### config.mk
export PLATFORM = sky130hd
export DESIGN_NAME = seq_scheduler
export DESIGN_NICKNAME = d
export VERILOG_FILES = /design/src/rtl/seq_scheduler.sv
export SDC_FILE = /design/constraint.sdc
export NUM_CORES = 1
export LEC_CHECK = 0
export ABC_AREA = 0
export CORE_AREA = 2 2 75 77
export CTS_BUF_LIST = sky130_fd_sc_hd__clkbuf_8
export CTS_CLUSTER_SIZE = 40
export DETAILED_ROUTE_END_ITERATION = 8
export DIE_AREA = 0 0 77 79
export SYNTH_ARGS = -nofsm -noshare
export SYNTH_HDL_FRONTEND = slang
export SYNTH_SLANG_ARGS = --single-unit
### constraint.sdc
create_clock -name ck -period 3.7 [get_ports ck]
set_input_delay 0.74 -clock ck [delete_from_list [all_inputs] [get_ports ck]]
set_output_delay 0.74 -clock ck [all_outputs]
set_load 0.05 [all_outputs]
### src/rtl/seq_scheduler.sv
// seq_scheduler: per-frame run controller for the DSP sequencer (release, wait for done, record status).
// Define SEQ_SCHED_WATCHDOG_EN to enable the RUN-state TIMEOUT watchdog; otherwise RUN waits for seq_done forever.
module seq_scheduler #(
  parameter int FRAME_W = 4,
  parameter int CYC_W   = 10,
  parameter int TIMEOUT = 1000,
  parameter int SETTLE  = 2
) (
  input  logic               ck,
  input  logic               rst,
  input  logic               enable,
  input  logic               frame_strobe,
  input  logic               clear,
  input  logic               seq_done,
  input  logic               seq_error,
  output logic               seq_run,
  output logic [FRAME_W-1:0] frame,
  output logic               busy,
  output logic               frame_done,
  output logic [CYC_W-1:0]   cycles_last,
  output logic [7:0]         overrun_cnt,
  output logic               error_flag,
  output logic               timeout_flag
);

  typedef enum logic [1:0] {
    IDLE   = 2'd0,
    START  = 2'd1,
    RUN    = 2'd2,
    FINISH = 2'd3
  } state_t;

  localparam int               SET_W       = (SETTLE > 1) ? $clog2(SETTLE) : 1;
  localparam logic [SET_W-1:0] SETTLE_LAST = SET_W'(SETTLE - 1);
  localparam logic [CYC_W-1:0] RUN_LIMIT   = CYC_W'(TIMEOUT - 1);
`ifdef SEQ_SCHED_WATCHDOG_EN
  localparam bit               WD_ON       = 1'b1;
`else
  localparam bit               WD_ON       = 1'b0;
`endif

  function automatic logic [CYC_W-1:0] sat_inc_cyc(input logic [CYC_W-1:0] v);
    return (v == {CYC_W{1'b1}}) ? v : v + CYC_W'(1);
  endfunction

  function automatic logic [7:0] sat_inc8(input logic [7:0] v);
    return (v == 8'hFF) ? v : v + 8'd1;
  endfunction

  state_t             state;
  logic [SET_W-1:0]   settle_cnt;
  logic [CYC_W-1:0]   run_cnt;
  logic [CYC_W-1:0]   run_next;
  logic               in_run;
  logic               wd_hit;
  logic               run_stop;
  logic               accept;
  logic               dropped;

  // run_next is the number of RUN cycles including the current one
  assign in_run   = (state == RUN);
  assign run_next = sat_inc_cyc(run_cnt);
  assign wd_hit   = WD_ON && (run_cnt == RUN_LIMIT);
  assign run_stop = in_run && (seq_done || wd_hit);
  assign accept   = (state == IDLE) && frame_strobe && enable;
  assign dropped  = (state != IDLE) && frame_strobe;

  always_ff @(posedge ck or negedge rst) begin
    if (!rst) begin
      state       <= IDLE;
      settle_cnt  <= '0;
      run_cnt     <= '0;
      seq_run     <= 1'b0;
      busy        <= 1'b0;
      frame_done  <= 1'b0;
      frame       <= '0;
      cycles_last <= '0;
    end else begin
      frame_done <= 1'b0;
      case (state)
        IDLE: begin
          if (accept) begin
            frame      <= frame + FRAME_W'(1);
            settle_cnt <= '0;
            seq_run    <= 1'b1;
            busy       <= 1'b1;
            state      <= START;
          end
        end
        START: begin
          // seq_done is ignored here while the sequencer's done pipeline flushes
          if (settle_cnt == SETTLE_LAST) begin
            run_cnt <= '0;
            state   <= RUN;
          end else begin
            settle_cnt <= settle_cnt + SET_W'(1);
          end
        end
        RUN: begin
          if (run_stop) begin
            cycles_last <= run_next;
            seq_run     <= 1'b0;
            frame_done  <= 1'b1;
            state       <= FINISH;
          end else begin
            run_cnt <= run_next;
          end
        end
        FINISH: begin
          busy  <= 1'b0;
          state <= IDLE;
        end
        default: begin
          seq_run <= 1'b0;
          busy    <= 1'b0;
          state   <= IDLE;
        end
      endcase
    end
  end

  // Sticky status; clear takes priority over any same-cycle set or increment
  always_ff @(posedge ck or negedge rst) begin
    if (!rst) begin
      overrun_cnt  <= '0;
      error_flag   <= 1'b0;
      timeout_flag <= 1'b0;
    end else if (clear) begin
      overrun_cnt  <= '0;
      error_flag   <= 1'b0;
      timeout_flag <= 1'b0;
    end else begin
      if (dropped) begin
        overrun_cnt <= sat_inc8(overrun_cnt);
      end
      if (in_run && seq_error) begin
        error_flag <= 1'b1;
      end
      if (run_stop && !seq_done) begin
        timeout_flag <= 1'b1;
      end
    end
  end

endmodule

# --- After elaboration in Yosys (flattened, before gate mapping) ---
# Cells that the tools add are included.
# Widths: inputs -> output; s select.
word_totals:
  ff_bits: 40
  in_bits: 7
  output_inout_bits: 27
  wordCells: 73
classes:
  add_sub_neg: 4
  eq_ne: 10
  mux: 24
  n_reduce_logical: 24
ops:
  columns: ["op", "count"]
  rows:
  - ["$mux 10", 3]
  - ["$mux 8", 3]
  - ["$pmux 10 s2", 1]
  - ["$reduce_bool 2->1", 8]
  - ["$add 10x1->10 const B", 1]
  - ["$eq 10x10->1 const B", 1]
  - ["$mux 1", 10]
  - ["$reduce_and 2->1", 5]
  - ["$reduce_and 3->1", 3]
  - ["$add 8x1->8 const B", 1]
  - ["$eq 8x8->1 const B", 1]
  - ["$ne 2x2->1 const B", 4]
  - ["$pmux 2 s4", 1]
  - ["$logic_and 1x1->1", 6]
  - ["$mux 2", 3]
  - ["$pmux 1 s2", 3]
  - ["$add 4x1->4 const B", 1]
  - ["$eq 2x2->1 const B", 2]
  - ["$eq 2x1->1 const B", 1]
  - ["$logic_not 2->1", 1]
  - ["$ne 2x1->1 const B", 1]
  - ["$add 1x1->1 const B", 1]
  - ["$logic_not 1->1", 1]

# --- Longest topological paths before layout ---
# Gate-level depths: netlist (run 1).
depth:
  ltp_word: 5
  mapped_depth: 7
  ltp_nobuf: 7

# --- Least setup slack after synthesis (run 1) ---
# OpenSTA, ideal clock, no wires.
synth_timing:
  path_kind: "reg2reg"
  startpoint: "reg run_cnt[0]"
  endpoint: "reg cycles_last[5]"
  t_arrival_ns: 1.709
  required_time_ns: 3.618
  setup_slack_ns: 1.909
  stages_incl_launch_ff: 8
  path_buffers: 2
  synth_period_minus_slack_ns: 1.791
  cell_sequence: "dfrtp_1 -> ha_1 -> and3_1 -> buf_6 -> and3_4 -> buf_6 -> or3_1 -> a31oi_1"
synth_between:
  elab_chain_len: 2
  elab_cells_between_ends: 3
synth_lines:
  columns: ["item", "line_no", "text"]
  rows:
  - ["start, declared", "52", "logic [CYC_W-1:0] run_cnt;"]
  - ["start signal, assigned", "106", "run_cnt <= run_next;"]
  - ["$add 10x1->10 / $eq 10x10->1 (equally long branches)", "43", "return (v == {CYC_W{1'b1}}) ? v : v + CYC_W'(1);"]
  - ["$mux 10 *", "43", null]
  - ["end signal, assigned", "101", "cycles_last <= run_next;"]
  - ["end, declared", "20", "output logic [CYC_W-1:0] cycles_last,"]
# Every way passes the cells marked *; elsewhere a longest branch is shown, timed or not.
# A chain may end at the register's enable or synchronous reset.

# --- Worst setup path in the final report (run 1) ---
layout_timing:
  startpoint: "in seq_done"
  endpoint: "reg run_cnt[1]"
layout_between:
  elab_chain_len: 3
layout_lines:
  columns: ["item", "line_no", "text"]
  rows:
  - ["start, declared", "14", "input logic seq_done,"]
  - ["$logic_and 1x1->1", "64", "assign run_stop = in_run && (seq_done || wd_hit);"]
  - ["$ne 2x2->1 (no source line)", null, null]
  - ["$reduce_and 3->1 (no source line)", null, null]
# No other way between the ends.

==> results of run 1 <==
-- cells in the final DEF, fill, tap and decap left out, drive strengths merged, types with 5 or more instances in the layout --
cell type / Yosys / layout
a21oi: 12 / 12
and3: 6 / 6
clkbuf: 2 / 7
clkdlybuf4s50: 0 / 32
dfrtp: 40 / 40
ha: 7 / 7
inv: 5 / 5
nand2: 24 / 24
nand2b: 6 / 6
nand3: 7 / 7
nor2: 19 / 19
o21ai: 18 / 18
-- final cells by class --
class	instances	area (sq um)	area share [%]
repair buffers	33	325	12.9
clock buffers	7	96.3	3.82
flip-flops and latches	40	1000	39.7
multi-input cells	155	961	38.1
well taps	72	90.1	3.57
inverters	5	18.8	0.744
clock inverters	1	30.0	1.19
-- power groups by stage --
stage	clock [mW]	combinational, mW	sequential [mW]
2_1_floorplan	0	0.284	0.831
3_5_place_dp	0	0.730	0.613
5_1_grt	0.427	0.786	0.615
3_3_place_gp	0	0.727	0.611
4_1_cts	0.406	0.733	0.604
6_report	0.396	0.728	0.604
-- stage by stage --
step	util (%)	setup slack (ns)
global route	47.3	1.14
floorplan	-	1.91
CTS	47.3	1.32
finish	47.3	1.32
detailed placement	44.9	1.01
global placement	44.9	1.05
-- path summary, 6_finish.rpt --
kind,slack [ns],from,end,cells after the start
setup / recovery,1.32,seq_done,run_cnt[1],6
hold / removal,0.48,cycles_last[6],cycles_last[6],2
setup reg to reg,1.40,state[0],run_cnt[1],7
min in group asynchronous,0.57,rst,frame[0],1
hold reg to reg,0.48,cycles_last[6],cycles_last[6],2
max in group asynchronous,2.54,rst,run_cnt[4],1
-- logic make-up after synthesis --
kind of cell,Yosys count
simple gates,83
compound gates,53
flops,40
buf+inv,11
xor+xnor,8
fa+ha+maj,7
mux,4
-- state kept, by name, indices dropped and copies added (netlist names) --
signal	flops
timeout_flag	1
frame_done	1
frame	4
run_cnt	10
seq_run	1
overrun_cnt	8
busy	1
cycles_last	10
error_flag	1
settle_cnt	1
state	2
-- per-layer routing --
| layer | vias to the layer above | GRT usage [%] | wire, um |
|---|---|---|---|
| li1 | 803 | - | - |
| met1 | 754 | 18.4 | 2020 |
| met2 | 28 | 24.6 | 2020 |
| met3 | 4 | 4.20 | 152 |
| met4 | 0 | 4.29 | 38 |
| met5 | - | 0 | 0 |
-- worst reg2reg max path: stages (launching register included) --
cell     delay (ns)
dfrtp_1        0.41
inv_1          0.08
ha_1           0.29
nand2_1        0.42
inv_2          0.18
nor3_4         0.43
o21ai_1        0.16
a32o_1         0.23
==> flow_summary_export.csv, run 1 <==
group,metric,value,unit
status,outcome,"complete, no violations",
synth,syn_inst,206,
drt,routed_wl,4240,um
clock_network,clk_latency,0.29,ns
power_and_ir_drop,p_leak,1.07,nW
synth,synth_top_cell_by_area,"dfrtp_1",
final_layout,final_cells,313,
clock_network,numCtsBuffers,5,
run,maxCapViolCount,0,
clock_network,cts_root_buf,"clkbuf_8",
sta,final.min_clock_period,2.38,ns
grt,grt_use_total,14.6,%
worst_setup_path,critical_path_class,"in2reg",
drt,vias_per_cell,5.08,
floorplan,die_x,77,um
power_and_ir_drop,p_comb_share,42.1,%
drt,wl_per_cell,13.5,um
grt,grt_pass1_vias,1512,
sta,slew_viol_final,0,
place,dp_cells,305,
synth,synth_most_common_cell,"dfrtp_1",
sta,hold_violations,0,
clock_network,cts_tree,"yes",
worst_setup_path,slowest_stage,"clkdlybuf4s50_1",
power_and_ir_drop,power.internal,1.02,mW
place,place.gp.congestion,0.861,
final_layout,stdcell_area,0.00252,sq mm
sta,hold_ws,0.483,ns
sta,slew_headroom,38.7,%
power_and_ir_drop,p_per_area,685,mW/mm^2
worst_setup_path,worstPathBufferInverterCount,2,
drt,dr.first_iter.drc_count,64,
power_and_ir_drop,swShare,40.8,%
synth,ys_seq_area_share,49.5,%
worst_setup_path,path_delay_family,"simple AND/OR/NAND/NOR gates",
floorplan,fp.dieArea,0.00608,sq mm
place,placement.io_buffers,33,
clock_network,htreeDepth,2,
clock_network,postCtsSetupRepairBufs,0,
synth,synth_compound_area_share,16.6,%
synth,yosysWarnings,0,
final_layout,areaGrowthSynthToFinish,24.7,%
sta,fin_worst_skew,0.00847,ns
grt,grt_pass1_wl,7110,um
sta,rsz0062_at_grt,"no",
worst_setup_path,path_cells,"clkdlybuf4s50_1 > nand2_1 > inv_2 > nor3_4 > o21ai_1 > a32o_1",
sta,finalSetupViolations,0,
power_and_ir_drop,netSwitchingPower,0.705,mW
power_and_ir_drop,clkPwrFrac,22.9,%
synth,yosysTopAreaCellShare,49.5,%
final_layout,fillerInstances,550,
drt,firstDrtPassIters,4,
synth,ys.flop_type,"dfrtp_1",
synth,synthAdderAreaFrac,4.33,%
power_and_ir_drop,seqPwrFrac,34.9,%
floorplan,io_pins,34,
place,dp_hpwl,2910,um
sta,finalCritPeriodShare,64.3,%
synth,synth.area.top_cells,"dfrtp_1 (49%), nand2_1 (4.5%), ha_1 (4.3%), o21ai_0 (4.2%), nor2_1 (3.5%)",
final_layout,num_antenna_cells,0,
clock_network,cts_resized,0,
clock_network,cts_hold_buf,0,
final_layout,layout.nets,254,
synth,synth_commonest_cells,"dfrtp_1 (40), nand2_1 (24), nor2_1 (19), o21ai_0 (17), a21oi_1 (12)",
clock_network,cts_max_path_buffers,2,
synth,synthSimpleGateAreaFrac,21.1,%
grt,grt_max_degree,41,
worst_setup_path,path_max_fanout,15,
synth,synth_edf_count,0,
worst_setup_path,critPathLaunchType,"input port",
grt,antenna_found_initial,0,
synth,synth_area_per_cell,9.82,sq um
grt,grt.overflow.total,0,
power_and_ir_drop,total_power,1.73,mW
drt,vias,1589,
place,dpl_cell_area,0.00240,sq mm
synth,muxShareOfSynthArea,1.98,%
sta,tightest_slew,0.920,ns
sta,tns,0,ns
worst_setup_path,crit_arrival,2.57,ns
worst_setup_path,cp_data_required_time,3.89,ns
min_path,hp-class,"reg2reg",
synth,ys_seq_elements,40,
sta,fmax,420,MHz
floorplan,fp.dieH,79,um
floorplan,core_area,0.00534,sq mm
drt,ant_nets,0,
worst_setup_path,max_stage_delay,0.43,ns
synth,synthArstFlopShare,100,%
clock_network,cts.sink_count,40,
synth,synthesis.nets,220,
synth,synth-xor-area-share,3.46,%
final_layout,layout-drive-gt1-share,6.64,%
clock_network,path_clk_slew,0.08,ns
floorplan,fp-row-count,27,
drt,drc_errors,0,
floorplan,initial_core_util,37.9,%
synth,synth_top_family_by_area,"simple AND/OR/NAND/NOR gates",
worst_setup_path,endpoint_kind,"flip-flop",
power_and_ir_drop,ir_worst_vdd,0.000257,V
synth,synth.distinct_cells,47,
synth,netlist_area,0.00202,sq mm
No activity file was read; power rests on OpenSTA's default activity.
==> run 2: changes to the inputs <==
==> constraint.sdc (replaced) <==
create_clock -name ck -period 2.1 [get_ports ck]
set_input_delay 0.42 -clock ck [delete_from_list [all_inputs] [get_ports ck]]
set_output_delay 0.42 -clock ck [all_outputs]
set_load 0.05 [all_outputs]
==> run 2 against run 1 <==
Die area unchanged. Combinational power rose by 83%. Hold slack got worse by 0.43 ns. Critical path type is now reg2out.
==> flow_summary_export.csv, run 2 (same netlist as run 1, synthesis figures left out) <==
group,metric,value,unit
status,outcome,"complete, no violations",
grt,grt_use_total,15.0,%
clock_network,numCtsBuffers,5,
power_and_ir_drop,ir_worst_vdd,0.000541,V
sta,rsz0062_at_grt,"no",
grt,grt_pass1_wl,7340,um
worst_setup_path,slowest_stage,"clkdlybuf4s50_1",
power_and_ir_drop,swShare,43.1,%
worst_setup_path,worstPathBufferInverterCount,1,
worst_setup_path,endpoint_kind,"output port",
clock_network,cts.sink_count,40,
worst_setup_path,path_max_fanout,5,
sta,tns,0,ns
grt,grt_pass1_vias,1661,
drt,firstDrtPassIters,4,
worst_setup_path,path_delay_family,"buffers and inverters",
final_layout,layout-drive-gt1-share,8.16,%
power_and_ir_drop,netSwitchingPower,1.25,mW
power_and_ir_drop,seqPwrFrac,36.4,%
worst_setup_path,critical_path_class,"reg2out",
worst_setup_path,crit_arrival,1.56,ns
worst_setup_path,cp_data_required_time,1.68,ns
floorplan,fp.dieArea,0.00608,sq mm
grt,grt_max_degree,23,
final_layout,mostFrequentLayoutCell,"dfrtp_1",
floorplan,initial_core_util,37.9,%
clock_network,cts_max_path_buffers,2,
power_and_ir_drop,p_leak,1.07,nW
place,placement.io_buffers,33,
drt,ant_nets,0,
clock_network,htreeDepth,2,
drt,routed_wl,4230,um
min_path,hp-class,"in2async",
clock_network,cts_root_buf,"clkbuf_8",
power_and_ir_drop,clkPwrFrac,17.7,%
worst_setup_path,path_cells,"clkdlybuf4s50_1",
floorplan,fp.dieH,79,um
worst_setup_path,r2r-start,"run_cnt[0]",
floorplan,core_area,0.00534,sq mm
final_layout,layout.nets,258,
clock_network,cts_resized,0,
worst_setup_path,reg2reg_slack,0.26,ns
drt,wl_per_cell,13.3,um
power_and_ir_drop,power.internal,1.65,mW
sta,tightest_slew,0.535,ns
power_and_ir_drop,p_comb_share,45.9,%
final_layout,fillerInstances,541,
sta,fmax,505,MHz
drt,vias_per_cell,5.22,
worst_setup_path,r2r-end,"cycles_last[5]",
floorplan,io_pins,34,
sta,hold_ws,0.0546,ns
run,maxCapViolCount,0,
sta,finalCritPeriodShare,94.3,%
clock_network,clk_latency,0.29,ns
grt,grt.overflow.total,0,
sta,slew_headroom,64.2,%
final_layout,mostFrequentLayoutCells,"dfrtp_1 (40), clkdlybuf4s50_1 (32), nand2_1 (24)",
grt,antenna_found_initial,0,
place,dp_hpwl,3010,um
floorplan,die_x,77,um
sta,final.min_clock_period,1.98,ns
clock_network,path_clk_slew,0.09,ns
final_layout,reg.largest.list,"cycles_last x10, run_cnt x10, overrun_cnt x8",
place,place.gp.congestion,0.861,
clock_network,postCtsSetupRepairBufs,0,
final_layout,num_antenna_cells,0,
worst_setup_path,r2r_cells,5,
clock_network,cts_tree,"yes",
clock_network,cts_hold_buf,0,
sta,slew_viol_final,0,
drt,dr.first_iter.drc_count,44,
sta,hold_violations,0,
drt,vias,1656,
sta,finalSetupViolations,0,
worst_setup_path,critPathLaunchType,"flip-flop",
sta,fin_worst_skew,0.0113,ns
power_and_ir_drop,p_per_area,1150,mW/mm^2
final_layout,areaGrowthSynthToFinish,24.9,%
worst_setup_path,max_stage_delay,0.84,ns
drt,drc_errors,0,
floorplan,fp-row-count,27,
-- run 2: stage by stage --
step	setup slack [ns]	total power [mW]	cell area, sq um	instances	util, %
global placement	0.221	2.39	2440	309	45.7
floorplan	0.309	1.96	2020	206	-
finish	0.119	2.90	2530	317	47.3
CTS	0.103	2.93	2530	317	47.3
detailed placement	0.166	2.41	2440	309	45.7
global route	0.0569	3.09	2530	317	47.3
-- run 2: how the worst max path moves through the flow --
stage,startpoint,cells past startpoint,slack [ns],endpoint
floorplan,run_cnt[0],7,0.31,cycles_last[5]
global placement,frame_strobe,5,0.22,overrun_cnt[5]
detailed placement,frame_strobe,5,0.17,overrun_cnt[5]
CTS,overrun_cnt[2],1,0.10,overrun_cnt[2]
global route,overrun_cnt[2],1,0.06,overrun_cnt[2]
finish,overrun_cnt[2],1,0.12,overrun_cnt[2]
-- run 2: power groups by stage --
stage | logic, mW | registers, mW | clock network, mW
2_1_floorplan | 0.501 | 1.46 | 0
3_3_place_gp | 1.32 | 1.07 | 0
3_5_place_dp | 1.33 | 1.08 | 0
4_1_cts | 1.34 | 1.06 | 0.530
5_1_grt | 1.44 | 1.08 | 0.562
6_report | 1.33 | 1.05 | 0.513
-- run 2: layout make-up --
| class | count | area, sq um | area share [%] |
|---|---|---|---|
| Sequential cell | 40 | 1000 | 39.6 |
| Multi-Input combinational cell | 155 | 961 | 38.0 |
| Clock inverter | 3 | 18.8 | 0.743 |
| Tap cell | 72 | 90.1 | 3.57 |
| Clock buffer | 5 | 68.8 | 2.72 |
| Timing Repair Buffer | 37 | 368 | 14.6 |
| Inverter | 5 | 18.8 | 0.743 |
-- run 2: per-layer routing --
metal | GRT usage [%] | part of all wire (%) | vias to the layer above
li1 | - | - | 811
met1 | 18.1 | 46 | 797
met2 | 25.3 | 47 | 40
met3 | 3.64 | 4.7 | 8
met4 | 7.32 | 1.8 | 0
met5 | 0 | 0 | -
